[config.mk]
export PLATFORM = sky130hd
export DESIGN_NAME = sdram_arbiter
export DESIGN_NICKNAME = d
export VERILOG_FILES = /design/src/rtl/sdram_arbiter.sv
export SDC_FILE = /design/constraint.sdc
export NUM_CORES = 1
export LEC_CHECK = 0
export CAP_MARGIN = 20
export CORE_MARGIN = 2
export CORE_UTILIZATION = 31
export DETAILED_ROUTE_END_ITERATION = 6
export PLACE_DENSITY = 0.77
export SYNTH_ARGS = -nofsm -noshare
export SYNTH_HDL_FRONTEND = slang
export SYNTH_SLANG_ARGS = --single-unit
[constraint.sdc]
create_clock -name S_CLK -period 1.5 [get_ports S_CLK]
set_input_delay 0.3 -clock S_CLK [delete_from_list [all_inputs] [get_ports S_CLK]]
set_output_delay 0.3 -clock S_CLK [all_outputs]
set_load 0.01 [all_outputs]
[src/rtl/sdram_arbiter.sv]
// SDRAM bus-ownership arbiter: owns the refresh interval timer, grants the shared
// command/address bus to init, refresh, write or read stages, and muxes the owner onto the pins.
module sdram_arbiter #(
  parameter int unsigned AREF_PERIOD = 780,
  parameter logic [4:0]  CMD_NOP     = 5'b10111,
  parameter logic [11:0] ADDR_IDLE   = 12'h400
) (
  input  logic        S_CLK,
  input  logic        RST,
  input  logic        init_done,
  input  logic [4:0]  init_cmd,
  input  logic [11:0] init_addr,
  input  logic        aref_done,
  input  logic [4:0]  aref_cmd,
  input  logic [11:0] aref_addr,
  input  logic        wr_req,
  input  logic        wr_done,
  input  logic [4:0]  write_cmd,
  input  logic [11:0] write_addr,
  input  logic        rd_req,
  input  logic        rd_done,
  input  logic [4:0]  read_cmd,
  input  logic [11:0] read_addr,
  output logic        aref_en,
  output logic        write_en,
  output logic        read_en,
  output logic        aref_req,
  output logic        aref_miss,
  output logic [4:0]  sdram_cmd,
  output logic [11:0] sdram_addr
);

  localparam int unsigned TW = (AREF_PERIOD > 1) ? $clog2(AREF_PERIOD) : 1;
  localparam logic [TW-1:0] TIMER_LAST = TW'(AREF_PERIOD - 1);

  typedef enum logic [2:0] {
    INIT,
    ARBIT,
    AREF,
    WRITE,
    READ
  } state_t;

  state_t        state, state_n;
  logic [TW-1:0] timer;
  logic          wrap;
  logic          grant_aref, grant_write, grant_read;

  always_comb begin
    state_n = state;
    case (state)
      INIT:    if (init_done) state_n = ARBIT;
      ARBIT: begin
        if (aref_req)    state_n = AREF;
        else if (wr_req) state_n = WRITE;
        else if (rd_req) state_n = READ;
      end
      // A done pulse coincident with the start pulse belongs to a previous
      // ownership and must not release the bus.
      AREF:    if (aref_done && !aref_en) state_n = ARBIT;
      WRITE:   if (wr_done && !write_en)  state_n = ARBIT;
      READ:    if (rd_done && !read_en)   state_n = ARBIT;
      default: state_n = INIT;
    endcase
  end

  always_comb begin
    grant_aref  = (state == ARBIT) && (state_n == AREF);
    grant_write = (state == ARBIT) && (state_n == WRITE);
    grant_read  = (state == ARBIT) && (state_n == READ);
    wrap        = (state != INIT) && (timer == TIMER_LAST);
  end

  always_ff @(posedge S_CLK) begin
    if (RST) begin
      state     <= INIT;
      timer     <= '0;
      aref_en   <= 1'b0;
      write_en  <= 1'b0;
      read_en   <= 1'b0;
      aref_req  <= 1'b0;
      aref_miss <= 1'b0;
    end else begin
      state    <= state_n;
      aref_en  <= grant_aref;
      write_en <= grant_write;
      read_en  <= grant_read;

      if (state == INIT || wrap) timer <= '0;
      else                       timer <= timer + 1'b1;

      // A new interval outranks the clear from the AREF grant in the same cycle.
      if (wrap) begin
        aref_req <= 1'b1;
        if (aref_req) aref_miss <= 1'b1;
      end else if (grant_aref) begin
        aref_req <= 1'b0;
      end
    end
  end

  always_comb begin
    sdram_cmd  = CMD_NOP;
    sdram_addr = ADDR_IDLE;
    case (state)
      INIT: begin
        sdram_cmd  = init_cmd;
        sdram_addr = init_addr;
      end
      AREF: begin
        sdram_cmd  = aref_cmd;
        sdram_addr = aref_addr;
      end
      WRITE: begin
        sdram_cmd  = write_cmd;
        sdram_addr = write_addr;
      end
      READ: begin
        sdram_cmd  = read_cmd;
        sdram_addr = read_addr;
      end
      default: begin
        sdram_cmd  = CMD_NOP;
        sdram_addr = ADDR_IDLE;
      end
    endcase
  end

endmodule

# Word-level counts from Yosys, hierarchy flattened
# Cells that the tools add are included.
# word_totals
register_bits,18
input_bits,76
output_inout_bits,22
wordCells,44
# op_classes
n_addsub,1
n_eq_ne,8
n_mux,12
n_reduce_logical,16
# ops
op,n
$pmux 12 s4,1
$mux 3,7
$pmux 5 s4,1
$pmux 3 s5,1
$eq 3x2->1 const B,4
$add 10x1->10 const B,1
$eq 10x10->1 const B,1
$logic_and 1x1->1,7
$eq 3x3->1 const B,2
$eq 3x1->1 const B,1
$logic_not 1->1,3
$logic_not 3->1,1
$reduce_bool 3->1,1
$mux 1,2
$reduce_and 2->1,1
$reduce_bool 2->1,1
$reduce_or 2->1,1
$logic_or 1x1->1,1

# Logic depth before layout (Yosys ltp)
# Gate-level depths: netlist (run 1).
# logic_depth
word_depth,8
mapped_depth,5
ltp_nobuf,4

# Least setup slack after synthesis (run 1)
# No wires, ideal clock.
# synth_timing
path_type,register to output
from,register state[0]
to,output sdram_addr[0]
arrival_ns,1.173
setup_slack_ns,0.027
stages_incl_launch_ff,6
n_path_buf,2
cell_sequence,dfxtp_1 > clkbuf_1 > and2_1 > buf_2 > o2bb2ai_1 > a22o_1
# synth_via
elab_chain_cells,2
word_cells_on_any_way,5
classes_between,3 x eq/ne; 1 x mux; 1 x reduce/logical
# synth_rtl
element,line,text
from (decl),44,"state_t state, state_n;"
from (signal assigned),84,state <= state_n;
"$eq 3x3->1, or another cell as far along",105,case (state)
$pmux 12 s4 *,105,
to (decl),30,output logic [11:0] sdram_addr
# Every way passes the cells marked *; elsewhere a longest branch is shown, timed or not.

# Final worst setup path (run 1)
# layout_timing
from,register state[0]
to,output sdram_cmd[0]
# layout_via
elab_chain_cells,2
word_cells_on_any_way,5
classes_between,3 x eq/ne; 1 x mux; 1 x reduce/logical
# layout_rtl
element,line,text
"$eq 3x3->1, or another cell as far along",105,
$pmux 5 s4 *,105,
to (decl),29,"output logic [4:0] sdram_cmd,"
# Marked as above.

==> results of run 1 <==
==> stage by stage <==
step           TNS [ns]  std cells  total power, W
2_1_floorplan         0        150       0.0007815
3_3_place_gp     -7.142        310        0.001209
3_5_place_dp     -7.523        310        0.001216
4_1_cts          -3.209        324        0.001683
5_1_grt          -4.294        323        0.001801
6_report         -3.195        323        0.001719
==> flip-flops by register name, indices dropped and copies added, names as in the netlist <==
name and cells:
timer 10, state 3, aref_en 1, aref_miss 1, aref_req 1, read_en 1, write_en 1
==> cells in the final DEF (no fill, tap or decap), types with 3 or more instances in the layout <==
cell / count
sky130_fd_sc_hd__dfxtp_1: 12
sky130_fd_sc_hd__nor2b_1: 3
sky130_fd_sc_hd__nand2_1: 3
sky130_fd_sc_hd__mux2i_4: 3
sky130_fd_sc_hd__buf_12: 3
sky130_fd_sc_hd__clkdlybuf4s50_1: 78
sky130_fd_sc_hd__o2bb2ai_1: 10
sky130_fd_sc_hd__a211oi_1: 5
sky130_fd_sc_hd__nor3_1: 5
sky130_fd_sc_hd__a22oi_2: 5
sky130_fd_sc_hd__mux2i_1: 18
sky130_fd_sc_hd__dfxtp_2: 4
sky130_fd_sc_hd__a22o_1: 12
sky130_fd_sc_hd__inv_1: 4
sky130_fd_sc_hd__clkbuf_8: 4
sky130_fd_sc_hd__o21ai_0: 5
sky130_fd_sc_hd__nand2b_1: 4
sky130_fd_sc_hd__buf_2: 17
sky130_fd_sc_hd__buf_6: 7
sky130_fd_sc_hd__buf_4: 20
==> where the power goes <==
part,internal [W],leakage (nW),switching (W)
combinational,0.000493,0.917,0.000316
sequential,0.000492,0.149,0.0000172
clock,0.000234,0.0288,0.000168
total,0.00122,1.09,0.000500
==> cell families (layout without fill, tap and decap cells) <==
| group | count (synthesis) | in the layout | share of synthesized area [%] |
|---|---|---|---|
| multiplexers | 22 | 22 | 16.36 |
| flip-flops | 18 | 18 | 26.77 |
| AND/OR/NAND/NOR | 40 | 40 | 18.31 |
| XOR/XNOR | 3 | 3 | 1.952 |
| adder cells (fa/ha/maj) | 1 | 1 | 0.9292 |
| AO/OA/AOI/OAI | 52 | 52 | 31.14 |
| buffers and inverters | 14 | 137 | 4.553 |
==> final timing paths <==
path / depth (start not counted) / to / start / slack (ns)
hold reg to reg: 1 / timer[0] / timer[0] / 0.45
setup / recovery: 5 / sdram_cmd[0] / state[0] / -0.21
setup reg to reg: 7 / state[0] / state[1] / 0.04
hold / removal: 1 / timer[0] / timer[0] / 0.45
==> per-layer routing <==
layer,track usage (%),share of wire [%],vias up,wire [um]
li1,-,-,839,-
met1,27.06,42,820,2282
met2,38.31,53,59,2898
met3,3.319,4.5,6,247
met4,5.128,0.77,0,42
met5,0,0,-,0
==> area by class of cell <==
type | count | area, um2
Clock buffer | 4 | 55.05
Multi-Input combinational cell | 118 | 1085
Fill cell | 306 | 1274
Sequential cell | 18 | 372.9
Timing Repair Buffer | 129 | 1222
Tap cell | 50 | 62.56
Inverter | 4 | 15.01
==> timing repair <==
action | CTS | global route
endpoints found under the setup margin | 19 | 26
setup buffers | 7 | 1
gates cloned | 3 | 0
gates resized for setup | 105 | 19
pin swaps | 12 | 11
==> worst max-delay path: stages (launching register included) <==
cell                      delay [ns]
sky130_fd_sc_hd__dfxtp_4        0.37
sky130_fd_sc_hd__buf_6          0.13
sky130_fd_sc_hd__buf_12         0.13
sky130_fd_sc_hd__mux2i_2        0.25
sky130_fd_sc_hd__a22oi_2        0.12
sky130_fd_sc_hd__buf_2          0.15
==> out/results.md, run 1 <==
• **number of synthesized flops with an enable pin** 0
• **Post-Synthesis Cells** 150
• **CTS HTree Levels** 1
• **CTS tree** yes
• **number of optimization iterations in the first detailed-route pass** 4
• **static leakage** 1.094 nW
• **data required time of the worst path** 1.20 ns
• **Chip Height** 69.90 um
• **Detail Placement HPWL** 3.862 mm
• **initial antenna violation count** 0
• **Power per Cell Area** 611.2 nW/um2
• **critical path data arrival time** 1.41 ns
• **synth cell count leaders** 22 x sky130_fd_sc_hd__mux2i_1, 18 x sky130_fd_sc_hd__dfxtp_1, 12 x sky130_fd_sc_hd__a22o_1, 12 x sky130_fd_sc_hd__o2bb2ai_1, 7 x sky130_fd_sc_hd__buf_2
• **synthesized flop and latch total** 18
• **Sink Count** 18
• **slew at the pin closest to its max-slew limit** 0.4471 ns
• **final worst path period share** 114.1%
• **pin count of the biggest net entering global routing** 13
• **post-detailed-route wirelength per cell** 16.94 um
• **worst rel slew slack** 69.88%
• **via/cell ratio** 5.337
• **synth top area cells** sky130_fd_sc_hd__dfxtp_1 27%, sky130_fd_sc_hd__mux2i_1 16%, sky130_fd_sc_hd__a22o_1 7.8%, sky130_fd_sc_hd__o2bb2ai_1 7.8%, sky130_fd_sc_hd__a211oi_1 2.8%
• **standard cell area after detailed placement** 2519 um2
• **number of placed I/O pins** 98
• **fraction of final layout cells with drive strength greater than 1** 31.50%
• **Std-Cell Rows** 23
• **weighted congestion at the end of routability-driven global placement** 0.7619
• **classification of the worst-slack hold path** reg2reg
• **final setup margin** -0.2113 ns
• **run status** finished with violations
• **proportion of synthesized chip area in sequential cells** 26.77%
• **standard cell core area** 4086 um2
• **syn avg cell area** 8.975 um2
• **Post-Place Worst Slack** -0.4728 ns
• **final hold violations** 0
• **final-report max-slew violation count** 0
• **number of maximum-capacitance violations** 0
• **cell taking the most area after synthesis** sky130_fd_sc_hd__dfxtp_1
• **first-iteration detailed-routing DRC count** 48
• **unrepaired setup endpoints after global routing** true
• **residual overflow from global routing** 0
• **number of nets in the layout** 351
• **count of distinct cell types in the synthesized netlist** 40
• **post-route cell area** 2813 um2
• **n_diodes** 0
• **cell with the most instances after synthesis** sky130_fd_sc_hd__mux2i_1
• **utilization of the core after routing** 68.83%
• **clock root buffer** sky130_fd_sc_hd__clkbuf_8
• **min Tclk post-route** 1.711 ns
• **overall routing resource usage** 21.51%
• **number of buffer cells added on primary ports** 97
• **startpoint class of the critical path** register
• **Synthesis Warnings** 0
• **ys flop type** sky130_fd_sc_hd__dfxtp_1
• **Residual DRC** 0
• **Initial Utilization** 32.95%
• **Synth top area share** 26.77%
• **Die X-Extent** 69.90 um
• **number of global-route vias before repair** 1717
• **number of buffers created by CTS** 3
• **overall routed net length** 5.471 mm
• **number of setup violations in the final report** 17
• **max frequency** 584.4 MHz
• **Die Area** 4886 um2
• **Area growth, synth to finish** 108.9%
• **wire length of the first global-routing pass** 8.631 mm
• **violated checks** negative setup slack
• **clock input transition at the sequential cells of the worst setup and hold paths** 0.07 ns
• **IR Drop Worst-Case VDD** 0.0003246 V
• **maximum buffer depth of the clock tree** 2
• **Critical Setup Path Class** reg2out
• **clock insertion delay at the later pin of the skew report** 0.26 ns
• **combined area of all synthesized cells** 1346 um2
• **net count after synthesis** 227
• **Min Hold Slack** 0.4524 ns
• **crit-path max FO** 6
• **post-route clock skew** 0.002593 ns
• **via count** 1724
• **capturing element type of the critical path** primary output
• **Antenna Violating Nets Remaining** 0
• **asr flop ratio synth** 0%
• **number of buffers inserted for hold repair after clock tree synthesis** 0
No activity file was read; power rests on OpenSTA's default activity.
==> run 2: changes to the inputs <==
--- a/config.mk
+++ b/config.mk
@@ -5,11 +5,10 @@
 export SDC_FILE = /design/constraint.sdc
 export NUM_CORES = 1
 export LEC_CHECK = 0
-export CAP_MARGIN = 20
 export CORE_MARGIN = 2
 export CORE_UTILIZATION = 31
 export DETAILED_ROUTE_END_ITERATION = 6
-export PLACE_DENSITY = 0.77
+export PLACE_DENSITY_LB_ADDON = 0.15
 export SYNTH_ARGS = -nofsm -noshare
 export SYNTH_HDL_FRONTEND = slang
 export SYNTH_SLANG_ARGS = --single-unit
==> out/results.md, run 2 (synthesis results as in run 1) <==
• **startpoint class of the critical path** register
• **number of placed I/O pins** 98
• **Detail Placement HPWL** 3.660 mm
• **number of maximum-capacitance violations** 0
• **IR Drop Worst-Case VDD** 0.0004074 V
• **Initial Utilization** 32.95%
• **classification of the worst-slack hold path** reg2reg
• **max frequency** 578.3 MHz
• **unrepaired setup endpoints after global routing** true
• **most frequent cells in the layout** 79 x sky130_fd_sc_hd__clkdlybuf4s50_1, 23 x sky130_fd_sc_hd__buf_4, 21 x sky130_fd_sc_hd__mux2i_1, 17 x sky130_fd_sc_hd__buf_2, 13 x sky130_fd_sc_hd__buf_6
• **Antenna Violating Nets Remaining** 0
• **CTS tree** yes
• **final hold violations** 0
• **overall routing resource usage** 19.22%
• **crit-path max FO** 5
• **Power per Cell Area** 609.1 nW/um2
• **post-route insts no fill** 330
• **Post-Place Worst Slack** -0.4852 ns
• **number of buffer cells added on primary ports** 97
• **Chip Height** 69.90 um
• **sequential standard cell area** 375.4 um2
• **Die Area** 4886 um2
• **post-detailed-route wirelength per cell** 14.63 um
• **worst reg2reg setup slack** -0.07 ns
• **Critical R2R Launch** state[0]
• **Area growth, synth to finish** 107.1%
• **number of global-route vias before repair** 1772
• **Multi-input gate area** 1037 um2
• **worst reg2reg path endpoint** aref_req
• **initial antenna violation count** 0
• **maximum buffer depth of the clock tree** 2
• **depth of the worst register-to-register path** 6
• **min Tclk post-route** 1.729 ns
• **critical path data arrival time** 1.43 ns
• **fill count** 341
• **flip-flop count of the largest register after layout** 10
• **slew at the pin closest to its max-slew limit** 0.4425 ns
• **weighted congestion at the end of routability-driven global placement** 0.7784
• **final setup margin** -0.2292 ns
• **Residual DRC** 0
• **wire length of the first global-routing pass** 7.797 mm
• **static leakage** 1.095 nW
• **Die X-Extent** 69.90 um
• **clock input transition at the sequential cells of the worst setup and hold paths** 0.07 ns
• **pin count of the biggest net entering global routing** 13
• **most common cell after layout, fill and taps aside** sky130_fd_sc_hd__clkdlybuf4s50_1
• **clock root buffer** sky130_fd_sc_hd__clkbuf_8
• **final-report max-slew violation count** 0
• **n_diodes** 0
• **number of buffers inserted for hold repair after clock tree synthesis** 0
• **run status** finished with violations
• **top flop regs** timer: 10 flops, state: 3 flops
• **number of optimization iterations in the first detailed-route pass** 4
• **hold-critical path depth** 1
• **number of buffers created by CTS** 3
• **hold-critical path endpoint** timer[0]
• **via/cell ratio** 5.306
• **Largest Register** timer
• **standard cell core area** 4086 um2
• **overall routed net length** 4.827 mm
• **violated checks** negative setup slack
• **worst rel slew slack** 70.19%
• **fraction of final layout cells with drive strength greater than 1** 30.36%
• **post-route clock skew** 0.003474 ns
• **clock insertion delay at the later pin of the skew report** 0.25 ns
• **number of nets in the layout** 358
• **data required time of the worst path** 1.20 ns
• **Sink Count** 18
• **first-iteration detailed-routing DRC count** 72
• **Critical Setup Path Class** reg2out
• **number of setup violations in the final report** 28
• **Std-Cell Rows** 23
• **via count** 1751
• **CTS HTree Levels** 1
• **utilization of the core after routing** 68.22%
• **capturing element type of the critical path** primary output
• **residual overflow from global routing** 0
• **cell total after placement** 314
• **startpoint of the tightest hold check path** timer[0]
• **final worst path period share** 115.3%
• **total power** 0.001698 W
[run 2: cell count changes in the layout (fill, tap and decap cells not counted), moves of 3 or more]
cell                      previous run  this run
sky130_fd_sc_hd__a22oi_2             5         1
sky130_fd_sc_hd__mux2i_4             3         0
sky130_fd_sc_hd__a22oi_1             0         4
sky130_fd_sc_hd__mux2i_1            18        21
sky130_fd_sc_hd__buf_4              20        23
sky130_fd_sc_hd__buf_6               7        13
[run 2: layer usage]
layer  wire length [um]  up-vias  track usage (%)  share of wire, %
met2               2450       82            35.77                51
met3                370       11            5.772               7.7
li1                   -      854                -                 -
met1               1920      804            21.33                40
met5                  0        -                0                 0
met4                 86        0            4.274               1.8
[run 2: final cells by class]
cell class / count / area share [%]
Clock buffer: 4 / 1.975
Inverter: 4 / 0.5386
Multi-Input combinational cell: 119 / 37.21
Sequential cell: 18 / 13.47
Tap cell: 50 / 2.244
Timing Repair Buffer: 135 / 44.57
[run 2: worst max-delay path: stages (launching register included)]
cell,delay [ns]
sky130_fd_sc_hd__dfxtp_4,0.37
sky130_fd_sc_hd__buf_6,0.12
sky130_fd_sc_hd__buf_6,0.09
sky130_fd_sc_hd__mux2i_1,0.18
sky130_fd_sc_hd__o2bb2ai_1,0.09
sky130_fd_sc_hd__a22o_1,0.18
sky130_fd_sc_hd__buf_2,0.14
[run 2: how the worst max path moves through the flow]
stage / from / to / slack (ns) / cells after the start
2_1_floorplan: state[0] / sdram_addr[0] / 0.03 / 5
3_3_place_gp: aref_addr[6] / sdram_addr[6] / -0.46 / 5
3_5_place_dp: aref_addr[11] / sdram_addr[11] / -0.49 / 5
4_1_cts: state[1] / sdram_addr[11] / -0.26 / 6
5_1_grt: state[1] / sdram_addr[1] / -0.34 / 6
6_report: state[1] / sdram_addr[11] / -0.23 / 6
[run 2: timing repair]
action                                  in CTS  in global routing
endpoints found under the hold margin        0                  0
buffers inserted                            11                  4
resized for setup                           98                 20
endpoints found under the setup margin      21                 31
pin swaps                                   10                  5
cloned                                       0                  1
[run 2: power by group]
part           internal, W  leakage (nW)  switching (W)
clock             0.000233        0.0288       0.000165
sequential        0.000491         0.149      0.0000158
combinational     0.000493         0.917       0.000299
total              0.00122          1.10       0.000480
[run 2: metrics by stage]
step	hold WS, ns	setup TNS, ns	cell area, um2
after global placement	0.4681	-7.129	2574
final	0.4463	-3.092	2788
after detailed placement	0.4631	-7.265	2574
after CTS	0.4840	-2.879	2708
after floorplan	0.3721	0	1346
after global routing	0.4784	-5.021	2788
==> run 3: changes to the inputs <==
--- a/config.mk
+++ b/config.mk
@@ -5,6 +5,7 @@
 export SDC_FILE = /design/constraint.sdc
 export NUM_CORES = 1
 export LEC_CHECK = 0
+export CORE_ASPECT_RATIO = 0.7
 export CORE_MARGIN = 2
 export CORE_UTILIZATION = 31
 export DETAILED_ROUTE_END_ITERATION = 6
==> out/results.md, run 3 (synthesis results as in run 1) <==
• **run status** finished with violations
• **violated checks** negative setup slack
• **Die X-Extent** 82.77 um
• **number of nets in the layout** 358
• **residual overflow from global routing** 0
• **unrepaired setup endpoints after global routing** true
• **via count** 1679
• **IR Drop Worst-Case VDD** 0.0003313 V
• **Power per Cell Area** 560.9 nW/um2
• **Area growth, synth to finish** 112.5%
• **number of optimization iterations in the first detailed-route pass** 4
• **cell chain of the critical path** buf_8 > mux2i_1 > o2bb2ai_1 > a22o_1 > buf_2
• **sw power** 0.0004590 W
• **min Tclk post-route** 1.674 ns
• **initial antenna violation count** 0
• **top flop regs** timer: 10 flops, state: 3 flops
• **most common cell after layout, fill and taps aside** sky130_fd_sc_hd__clkdlybuf4s50_1
• **M1 GR Usage** 26.89%
• **post-route insts no fill** 334
• **Detail Placement HPWL** 3.764 mm
• **global-route met3 utilization** 6.250%
• **crit-path max FO** 6
• **number of placed I/O pins** 98
• **final-report max-slew violation count** 0
• **Critical Setup Path Class** reg2out
• **total power** 0.001605 W
• **clock root buffer** sky130_fd_sc_hd__clkbuf_8
• **number of buffers inserted for hold repair after clock tree synthesis** 0
• **slew at the pin closest to its max-slew limit** 0.3446 ns
• **Sink Count** 18
• **cell total after placement** 323
• **pin count of the biggest net entering global routing** 13
• **post-detailed-route wirelength per cell** 14.10 um
• **Combinational Power Share** 47.3%
• **wire length of the first global-routing pass** 7.320 mm
• **overall routing resource usage** 19.51%
• **CTS tree** yes
• **number of maximum-capacitance violations** 0
• **worst rel slew slack** 76.70%
• **Die Area** 4894 um2
• **CTS HTree Levels** 1
• **flip-flop count of the largest register after layout** 10
• **via/cell ratio** 5.027
• **overall routed net length** 4.710 mm
• **net switching fraction of the power** 28.60%
• **final worst path period share** 111.6%
• **fraction of final layout cells with drive strength greater than 1** 33.33%
• **Residual DRC** 0
• **final setup margin** -0.1742 ns
• **internal power of the cells** 0.001146 W
• **post-route clock skew** 0.001746 ns
• **weighted congestion at the end of routability-driven global placement** 0.8927
• **Largest Register** timer
• **max frequency** 597.3 MHz
• **power share of the sequential group** 31.8%
• **Std-Cell Rows** 20
• **largest stage delay on the critical path** 0.38 ns
• **final hold violations** 0
• **standard cell core area** 4254 um2
• **critical path data arrival time** 1.37 ns
• **Critical Path Slowest Stage Cell** sky130_fd_sc_hd__dfxtp_4
• **clock input transition at the sequential cells of the worst setup and hold paths** 0.06 ns
• **data required time of the worst path** 1.20 ns
• **number of setup violations in the final report** 18
• **Antenna Violating Nets Remaining** 0
• **most frequent cells in the layout** 78 x sky130_fd_sc_hd__clkdlybuf4s50_1, 20 x sky130_fd_sc_hd__buf_4, 19 x sky130_fd_sc_hd__mux2i_1, 17 x sky130_fd_sc_hd__buf_2, 14 x sky130_fd_sc_hd__buf_6
• **Chip Height** 59.14 um
• **number of buffers created by CTS** 3
• **number of global-route vias before repair** 1613
• **number of buffer cells added on primary ports** 97
• **classification of the worst-slack hold path** reg2reg
• **Clk pwr share** 20.9%
• **maximum buffer depth of the clock tree** 2
• **static leakage** 1.140 nW
• **Initial Utilization** 31.65%
• **capturing element type of the critical path** primary output
• **Post-Place Worst Slack** -0.4545 ns
• **startpoint class of the critical path** register
• **clock insertion delay at the later pin of the skew report** 0.25 ns
• **first-iteration detailed-routing DRC count** 66
• **n_diodes** 0
• **global route hottest layer** met2
• **setup tns final** -2.599 ns
• **met2 Usage GRT** 30.99%
[run 3: power groups by stage]
stage / clock network (W) / registers [W] / logic [W]
finish: 0.000336 / 0.000510 / 0.000760
global route: 0.000365 / 0.000513 / 0.000820
CTS: 0.000345 / 0.000506 / 0.000695
detailed placement: 0 / 0.000514 / 0.000718
global placement: 0 / 0.000514 / 0.000716
floorplan: 0 / 0.000510 / 0.000271
[run 3: repair_timing]
item / 4_1_cts / 5_1_grt
setup endpoints to repair: 33 / 31
setup buffers: 5 / 3
pin swaps: 19 / 11
gates cloned: 1 / 0
resized for setup: 93 / 36
[run 3: final cells by class]
| class | instances | area, um2 |
|---|---|---|
| Fill cell | 366 | 1393 |
| Timing Repair Buffer | 136 | 1289 |
| Multi-Input combinational cell | 118 | 1075 |
| Sequential cell | 18 | 372.9 |
| Tap cell | 55 | 68.82 |
| Clock buffer | 3 | 41.29 |
| Inverter | 4 | 15.01 |
[run 3: routing by layer]
metal	part of all wire, %	up-vias
met5	0	-
met4	0.53	0
met3	6.8	4
met2	46	52
met1	47	766
li1	-	857
[run 3: path summary, 6_finish.rpt]
check / cells after the start / slack [ns] / start / to
max: 5 / -0.17 / state[1] / sdram_addr[1]
min: 1 / 0.48 / timer[0] / timer[0]
max reg2reg: 6 / -0.04 / state[0] / aref_req
min reg2reg: 1 / 0.48 / timer[0] / timer[0]
[run 3: metrics by stage]
| step | instance area [um2] | hold WS, ns | utilization (%) |
|---|---|---|---|
| after global routing | 2861 | 0.5102 | 67.26 |
| after detailed placement | 2610 | 0.4799 | 61.35 |
| after CTS | 2696 | 0.5040 | 63.38 |
| after floorplan | 1346 | 0.3721 | - |
| final | 2861 | 0.4763 | 67.26 |
| after global placement | 2610 | 0.4800 | 61.35 |
[run 3: critical path: cells and delay by family, from the launching register on]
family / cells / cell delay [ns]
DFF: 1 / 0.38
buffers and inverters: 2 / 0.28
AOI/OAI and AO/OA: 2 / 0.26
muxes: 1 / 0.21
